==> src/rtl/mem_ctrl.sv <==
// mem_ctrl: SPI master moving one byte between the control unit and the off-chip flash (PC) or RAM (MAR).
// Latency: done in cycle 2*(16+ADDR_WIDTH)+1 after the accept edge (cycle 65 at ADDR_WIDTH=16); cycle 1 for an illegal flash write or a cache hit.
// Backpressure: one request in flight; requests are only taken in IDLE, and never on the edge where mem_op_done is high.
// Optional feature macro: MEM_CTRL_READ_CACHE_EN (one-entry read cache; absent by default).
// Ports:
//   clock, reset                : system clock, asynchronous active-high reset
//   mem_ctrl_op, addr_sel       : request (1 = read, 2 = write, 0/3 = nop) and target (0 = flash, 1 = RAM)
//   addr, data_in               : byte address and write data, latched on accept
//   data_out, mem_op_done       : last byte read, one-cycle completion pulse
//   spi_sclk, spi_mosi, spi_miso: SPI mode 0 bus
//   spi_flash_cs_n, spi_ram_cs_n: active-low chip selects
module mem_ctrl #(
   parameter int ADDR_WIDTH     = 16,
   parameter int DATA_BUS_WIDTH = 8
) (
   input  logic                      clock,
   input  logic                      reset,
   input  logic [1:0]                mem_ctrl_op,
   input  logic                      addr_sel,
   input  logic [ADDR_WIDTH-1:0]     addr,
   input  logic [DATA_BUS_WIDTH-1:0] data_in,
   output logic [DATA_BUS_WIDTH-1:0] data_out,
   output logic                      mem_op_done,
   output logic                      spi_sclk,
   output logic                      spi_mosi,
   input  logic                      spi_miso,
   output logic                      spi_flash_cs_n,
   output logic                      spi_ram_cs_n
);

   localparam int FRAME_BITS = 8 + ADDR_WIDTH + DATA_BUS_WIDTH;
   localparam int CW         = $clog2(FRAME_BITS);

   localparam logic [CW-1:0] LAST_CMD  = CW'(7);
   localparam logic [CW-1:0] LAST_ADDR = CW'(7 + ADDR_WIDTH);
   localparam logic [CW-1:0] LAST_BIT  = CW'(FRAME_BITS - 1);

   localparam logic [1:0] OP_READ   = 2'd1;
   localparam logic [1:0] OP_WRITE  = 2'd2;
   localparam logic [7:0] CMD_READ  = 8'h03;
   localparam logic [7:0] CMD_WRITE = 8'h02;

   typedef enum logic [2:0] {S_IDLE, S_CMD, S_ADDR, S_DATA, S_DONE} state_t;

   state_t state;
   state_t state_nxt;

   logic                      tgt;        // latched target: 0 = flash, 1 = RAM
   logic                      is_read;    // latched op
   logic [FRAME_BITS-1:0]     shreg;      // {command, address, write data}; MSB drives MOSI
   logic                      phase;      // 0 = low half of the bit, 1 = high half
   logic [CW-1:0]             bit_cnt;
   logic [DATA_BUS_WIDTH-2:0] rx_sr;      // read bits collected so far; the last one comes straight off MISO

   logic                      req;
   logic                      illegal;
   logic                      hit;
   logic                      start_spi;
   logic                      spi_active;
   logic                      bit_end;
   logic                      rd_last;
   logic [DATA_BUS_WIDTH-1:0] rx_byte;
   logic [DATA_BUS_WIDTH-1:0] hit_dat;

   // mem_op_done is only ever high in DONE, so restricting acceptance to IDLE
   // already keeps the request that is still present on the done edge from being taken.
   assign req        = (state == S_IDLE) &&
                       ((mem_ctrl_op == OP_READ) || (mem_ctrl_op == OP_WRITE));
   assign illegal    = (mem_ctrl_op == OP_WRITE) && !addr_sel;
   assign start_spi  = req && !illegal && !hit;
   assign spi_active = (state == S_CMD) || (state == S_ADDR) || (state == S_DATA);
   assign bit_end    = spi_active && phase;
   assign rd_last    = bit_end && (bit_cnt == LAST_BIT) && is_read;
   assign rx_byte    = {rx_sr, spi_miso};

`ifdef MEM_CTRL_READ_CACHE_EN
   logic                      cache_vld;
   logic                      cache_tgt;
   logic [ADDR_WIDTH-1:0]     cache_addr;
   logic [DATA_BUS_WIDTH-1:0] cache_dat;

   assign hit     = (mem_ctrl_op == OP_READ) && cache_vld &&
                    (cache_tgt == addr_sel) && (cache_addr == addr);
   assign hit_dat = cache_dat;

   // The tag is captured when a read miss starts, which also drops valid until
   // the byte arrives; an abandoned read therefore never leaves a stale hit behind.
   always_ff @(posedge clock or posedge reset) begin
      if (reset) begin
         cache_vld  <= 1'b0;
         cache_tgt  <= 1'b0;
         cache_addr <= '0;
         cache_dat  <= '0;
      end else begin
         if (req && (mem_ctrl_op == OP_WRITE)) begin
            cache_vld <= 1'b0;
         end else if (start_spi) begin
            cache_vld  <= 1'b0;
            cache_tgt  <= addr_sel;
            cache_addr <= addr;
         end else if (rd_last) begin
            cache_vld <= 1'b1;
            cache_dat <= rx_byte;
         end
      end
   end
`else
   assign hit     = 1'b0;
   assign hit_dat = '0;
`endif

   // State register
   always_ff @(posedge clock or posedge reset) begin
      if (reset) begin
         state <= S_IDLE;
      end else begin
         state <= state_nxt;
      end
   end

   // Next state and bus outputs
   always_comb begin
      state_nxt      = state;
      mem_op_done    = 1'b0;
      spi_sclk       = 1'b0;
      spi_mosi       = 1'b0;
      spi_flash_cs_n = 1'b1;
      spi_ram_cs_n   = 1'b1;

      if (spi_active) begin
         spi_sclk       = phase;
         spi_mosi       = shreg[FRAME_BITS-1];
         spi_flash_cs_n = tgt;
         spi_ram_cs_n   = !tgt;
      end

      case (state)
         S_IDLE: begin
            if (req) begin
               state_nxt = (illegal || hit) ? S_DONE : S_CMD;
            end
         end
         S_CMD: begin
            if (bit_end && (bit_cnt == LAST_CMD)) state_nxt = S_ADDR;
         end
         S_ADDR: begin
            if (bit_end && (bit_cnt == LAST_ADDR)) state_nxt = S_DATA;
         end
         S_DATA: begin
            if (bit_end && (bit_cnt == LAST_BIT)) state_nxt = S_DONE;
         end
         S_DONE: begin
            mem_op_done = 1'b1;
            state_nxt   = S_IDLE;
         end
         default: state_nxt = S_IDLE;
      endcase
   end

   // Serial datapath
   always_ff @(posedge clock or posedge reset) begin
      if (reset) begin
         tgt      <= 1'b0;
         is_read  <= 1'b0;
         shreg    <= '0;
         phase    <= 1'b0;
         bit_cnt  <= '0;
         rx_sr    <= '0;
         data_out <= '0;
      end else begin
         if (state == S_IDLE) begin
            phase   <= 1'b0;
            bit_cnt <= '0;
            if (start_spi) begin
               tgt     <= addr_sel;
               is_read <= (mem_ctrl_op == OP_READ);
               // Read frames pad the data slot with zeros so MOSI idles low while MISO is shifted in.
               shreg   <= (mem_ctrl_op == OP_READ) ? {CMD_READ, addr, {DATA_BUS_WIDTH{1'b0}}}
                                                   : {CMD_WRITE, addr, data_in};
            end
            if (req && hit) begin
               data_out <= hit_dat;
            end
         end else if (spi_active) begin
            phase <= ~phase;
            // The edge closing the high half samples MISO and advances MOSI to the next bit.
            if (phase) begin
               rx_sr   <= rx_byte[DATA_BUS_WIDTH-2:0];
               shreg   <= {shreg[FRAME_BITS-2:0], 1'b0};
               bit_cnt <= bit_cnt + CW'(1);
               if (rd_last) begin
                  data_out <= rx_byte;
               end
            end
         end
      end
   end

endmodule

==> config.mk <==
export PLATFORM = sky130hd
export DESIGN_NAME = mem_ctrl
export DESIGN_NICKNAME = d
export VERILOG_FILES = /design/src/rtl/mem_ctrl.sv
export SDC_FILE = /design/constraint.sdc
export NUM_CORES = 1
export LEC_CHECK = 0
export ABC_AREA = 1
export CORE_MARGIN = 2
export CORE_UTILIZATION = 50
export CTS_BUF_LIST = sky130_fd_sc_hd__clkbuf_8
export DETAILED_ROUTE_END_ITERATION = 7
export PLACE_DENSITY = 0.81
export SETUP_SLACK_MARGIN = 0.15
export SLEW_MARGIN = 0
export SYNTH_ARGS = -nofsm -noshare
export SYNTH_HDL_FRONTEND = slang
export SYNTH_SLANG_ARGS = --single-unit
==> constraint.sdc <==
create_clock -name clock -period 1.9 [get_ports clock]
set_input_delay 0.57 -clock clock [delete_from_list [all_inputs] [get_ports clock]]
set_output_delay 0.57 -clock clock [all_outputs]
set_load 0.03 [all_outputs]
## Word level (Yosys, flattened, before mapping)

Cells that the tools add are included.

| storage, ports and cells | value |
|---|---|
| output and inout bits | 13 |
| bits in writable memories | 0 |
| latch bits | 0 |
| bits of input ports | 30 |
| word-level logic and storage cells | 69 |
| register bits | 58 |
| bits in read-only memories | 0 |
| memories | 0 |

| cells by class | value |
|---|---|
| equal/unequal tests | 14 |
| reduce and logical (&&, ||, !) cells | 23 |
| multipliers | 0 |
| shift operators | 0 |
| divide/modulo/power cells | 0 |
| muxes and demuxes | 21 |
| $lt $le $gt $ge | 0 |
| add/subtract/negate cells | 1 |
| bitwise logic cells | 2 |

Operator list:

| operator | number |
|---|---|
| $mux 32 | 4 |
| $mux 25 | 1 |
| $mux 3 | 5 |
| $mux 5 | 3 |
| $pmux 3 s4 | 1 |
| $eq 5x5->1 const B | 2 |
| $logic_and 1x1->1 | 8 |
| $reduce_and 4->1 | 2 |
| $mux 1 | 7 |
| $eq 3x2->1 const B | 2 |
| $ne 2x1->1 const B | 3 |
| $reduce_and 3->1 | 2 |
| $add 5x1->5 const B | 1 |
| $eq 5x3->1 const B | 1 |
| $ne 2x2->1 const B | 2 |
| $reduce_and 2->1 | 2 |
| $reduce_bool 2->1 | 2 |
| $eq 3x1->1 const B | 1 |
| $eq 3x3->1 const B | 1 |
| $logic_not 1->1 | 3 |
| $logic_not 3->1 | 1 |
| $logic_or 1x1->1 | 3 |
| $eq 2x1->1 const B | 1 |
| $eq 2x2->1 const B | 1 |
| $not 1->1 | 2 |

## Logic depth before layout (Yosys ltp)

Gate-level depths: netlist of run 1.

| logic depth | value |
|---|---|
| depth after elaboration | 7 |
| gate-level depth with buffers | 11 |
| mapped depth without buffers | 11 |

## Least setup slack after synthesis of run 1

OpenSTA, ideal clock, no wires.

| timing | value |
|---|---|
| path kind | register -> output |
| from | register state[0] |
| to | output spi_mosi |
| cell stages (with the launch flop) | 5 |
| required time | 1330 ps |
| slack | 200 ps |
| data arrival time | 1130 ps |
| path buffers | 0 |
| cell sequence | dfrtp_1 -> inv_1 -> nand2_4 -> nand2_1 -> nor2_1 |

| on the way | value |
|---|---|
| cells in the longest elaborated chain, start to end | 4 |
| elaborated cells between the ends (all ways) | 6 |
| classes of those cells | eq/ne: 3; mux: 1; reduce/logical: 2 |

RTL lines:

| what | line | RTL |
|---|---|---|
| from (decl) | 45 | `state_t state;` |
| from (signal assigned) | 117 | `state <= state_nxt;` |
| $eq 3x1->1 / $eq 3x2->1 (equally long branches) | 71 | `assign spi_active = (state == S_CMD) \|\| (state == S_ADDR) \|\| (state == S_DATA);` |
| $logic_or 1x1->1 | 71 |  |
| $logic_or 1x1->1 (*) | 71 |  |
| $mux 1 (*) | 130 | `if (spi_active) begin` |
| to (decl) | 25 | `output logic spi_mosi,` |

Every way passes the cells marked *; elsewhere a longest branch is shown, timed or not.

## Final worst setup path of run 1

| timing | value |
|---|---|
| from | register state[0] |
| to | output spi_sclk |

| on the way | value |
|---|---|
| cells in the longest elaborated chain, start to end | 4 |
| elaborated cells between the ends (all ways) | 6 |
| classes of those cells | eq/ne: 3; mux: 1; reduce/logical: 2 |

RTL lines:

| what | line | RTL |
|---|---|---|
| $eq 3x1->1 / $eq 3x2->1 (equally long branches) | 71 |  |
| $logic_or 1x1->1 | 71 |  |
| $logic_or 1x1->1 (*) | 71 |  |
| $mux 1 (*) | 130 |  |
| to (decl) | 24 | `output logic spi_sclk,` |

Marked as above.

==> flow_summary.json, run 1 <==
{
  "setup_viol": 0,
  "hold_class": "reg -> reg",
  "slew_headroom": 0.7925,
  "finalPower_mw": 6.687,
  "drt_iter0_drc": 134,
  "rsz0062_at_grt": "true",
  "antenna_found_initial": 0,
  "vias_per_cell": 5.154,
  "start_util": 0.5156,
  "cts_tree": "yes",
  "cts.sinks": 58,
  "drc_errors": 0,
  "drt-total-wl_um": 6230,
  "gp_congestion": 0.7764,
  "grt.total_usage": 0.2114,
  "final_cell_area_mm2": 0.003846,
  "dieArea_mm2": 0.006296,
  "synth_cell_types": 25,
  "grt_pass1_vias": 2303,
  "cp-start-kind": "flop",
  "hpwl_um": 3811,
  "crit_path_end_kind": "output port",
  "cts_buffers": 9,
  "yosys_warnings": 0,
  "layout.cells.non_filler": 461,
  "fin_nets": 419,
  "layout-drive-gt1-share": 0.2391,
  "finalMaxSlewViolations": 0,
  "grt_pass1_wl_um": 10180,
  "hold_depth": 2,
  "clk_pin_slew_worst_paths_ns": 0.07,
  "nFillCells": 420,
  "port_buffers": 42,
  "path_class": "reg -> out",
  "diodes": 0,
  "grt_max_degree": 59,
  "ys_ff_latch": 58,
  "critical_path_arrival_ns": 1.26,
  "clk_path_buf_depth": 2,
  "area_delta_synth_final_pct": 35.48,
  "ys_seq_area_frac": 0.5112,
  "tightestPinTransition_ns": 0.3113,
  "seqCellArea_mm2": 0.001451,
  "root_buffer": "clkbuf_8",
  "htree_levels": 3,
  "cpMaxStageDelayCell": "dfrtp_1",
  "powerDensity_mw_per_mm2": 1739,
  "cap_violations": 0,
  "layout_common_cells": "88 x nand2_1, 58 x dfrtp_1, 27 x clkdlybuf4s50_1",
  "status": "completed",
  "r2r_cells": 11,
  "routedWlPerCell_um": 13.51,
  "clk_latency_ns": 0.34,
  "cpMostUsedCell": "buf_6",
  "path_cells": "inv_2 > nand2_4 > buf_6 > nand3_4 > inv_6 > buf_6",
  "dpl.cell_count": 434,
  "leakagePower_nw": 1.906,
  "core_mm2": 0.005507,
  "required_ns": 1.33,
  "syn_nets": 344,
  "syn_area_per_cell_um2": 9.158,
  "min_period_over_period": 0.9612,
  "first_pass_iters": 4,
  "num_vias": 2376,
  "timing.fmax_ghz": 0.5476,
  "vdd.ir_drop.worst_v": 0.0009644,
  "dpl_cell_area_mm2": 0.003460,
  "layout_commonest_cell": "nand2_1",
  "final_core_util": 0.6985,
  "cp_max_fo": 4,
  "finalHoldViolCount": 0,
  "fin_crit_ns": 1.826,
  "die_w_um": 79.35,
  "rows": 27,
  "fin_worst_skew_ns": 0.003566,
  "ant_nets": 0,
  "die_h_um": 79.35,
  "max_stage_delay_ns": 0.39,
  "synthCells": 310,
  "grt_overflow": 0,
  "multi_input_area_mm2": 0.001246,
  "netlist_area_mm2": 0.002839,
  "ios": 43
}
## report_power, final
group | internal, mW | total (mW) | switching, mW
registers | 1.68 | 1.92 | 0.246
logic | 1.66 | 3.67 | 2.01
clock network | 0.590 | 1.09 | 0.497
## worst paths after layout
check                                       startpoint                   end  slack [ns]
worst max-delay path              state[0]$_DFFE_PP0P_              spi_sclk        0.07
worst min-delay path              shreg[1]$_DFFE_PP0P_  shreg[1]$_DFFE_PP0P_        0.47
worst max register to register  bit_cnt[1]$_DFFE_PP0P_  state[0]$_DFFE_PP0P_        0.12
worst min register to register    shreg[1]$_DFFE_PP0P_  shreg[1]$_DFFE_PP0P_        0.47
max in group asynchronous                        reset  shreg[2]$_DFFE_PP0P_        0.98
min in group asynchronous                        reset       tgt$_DFFE_PP0P_        0.65
## registers in the layout (all words and copies together) (netlist names)
register and flops:
shreg 32, data_out 8, rx_sr 7, bit_cnt 5, state 3, is_read 1, phase 1, tgt 1
## routing by layer
layer	part of all wire	GRT usage	vias to the layer above
li1	-	-	1161
met1	0.43	0.2622	1140
met2	0.51	0.3441	61
met3	0.040	0.04659	14
met4	0.020	0.1155	0
met5	0	0	-
## Yosys cell counts
| cell | instances | share of area |
|---|---|---|
| a21oi_1 | 6 | 0.011 |
| a22o_1 | 1 | 0.0031 |
| buf_2 | 4 | 0.0071 |
| buf_4 | 2 | 0.0053 |
| buf_6 | 5 | 0.020 |
| clkinv_1 | 1 | 0.0013 |
| dfrtp_1 | 58 | 0.51 |
| ha_1 | 4 | 0.018 |
| inv_1 | 29 | 0.038 |
| inv_2 | 1 | 0.0013 |
| inv_6 | 1 | 0.0031 |
| mux2i_1 | 17 | 0.060 |
| nand2_1 | 89 | 0.12 |
| nand2_2 | 1 | 0.0022 |
| nand2_4 | 5 | 0.020 |
| nand3_1 | 12 | 0.021 |
| nand3_4 | 2 | 0.012 |
| nand4_1 | 5 | 0.011 |
| nor2_1 | 8 | 0.011 |
| nor2_4 | 2 | 0.0079 |
| nor3_1 | 5 | 0.0088 |
| o21ai_0 | 27 | 0.048 |
| o21ai_1 | 10 | 0.018 |
| o21ai_2 | 13 | 0.040 |
| or2_2 | 2 | 0.0044 |
## metrics by stage
step | TNS (ns) | setup WS (ns) | hold WS (ns)
after global placement | -8.383 | -0.2577 | 0.4549
final | 0 | 0.07379 | 0.4727
after global routing | -0.01342 | -0.01342 | 0.4887
after floorplan | 0 | 0.1998 | 0.4416
after detailed placement | -10.21 | -0.3249 | 0.4626
after CTS | 0 | 0.05776 | 0.4778
## final cells by class
| type | count | area share |
|---|---|---|
| clock buffer | 9 | 0.03221 |
| clock inverter | 6 | 0.01529 |
| inverter | 32 | 0.03351 |
| multi-input combinational | 209 | 0.3240 |
| sequential | 58 | 0.3774 |
| tap | 72 | 0.02342 |
| timing repair buffer | 75 | 0.1942 |
## critical path: cells and delay by family, from the launching register on
| family | cells | cell delay (ns) |
|---|---|---|
| DFF | 1 | 0.39 |
| buffers and inverters | 4 | 0.38 |
| and+or+nand+nor | 2 | 0.15 |
## repair_timing
item                       4_1_cts  5_1_grt
gates resized for setup         39        7
pin swaps                        1        5
gates cloned                     1        0
setup buffers                    5        6
hold buffers                     0        0
setup endpoints to repair       47       22
## cell families (layout without fill, tap and decap cells)
kind of cell / Yosys count / in the layout / share of synthesized area
adder cells (fa/ha/maj): 4 / 4 / 0.01763
AND/OR/NAND/NOR: 131 / 131 / 0.2160
AO/OA/AOI/OAI: 57 / 57 / 0.1190
buffers and inverters: 43 / 122 / 0.07624
flip-flops: 58 / 58 / 0.5112
multiplexers: 17 / 17 / 0.05994
(Power assumes the default switching activity.)
==> run 2: changes to the inputs <==
--- a/config.mk
+++ b/config.mk
@@ -6,6 +6,7 @@
 export NUM_CORES = 1
 export LEC_CHECK = 0
 export ABC_AREA = 1
+export ABC_CLOCK_PERIOD_IN_PS = 1900
 export CORE_MARGIN = 2
 export CORE_UTILIZATION = 50
 export CTS_BUF_LIST = sky130_fd_sc_hd__clkbuf_8
==> results of run 2 <==
Final layout, timing and power as in run 1 (identical DEF).
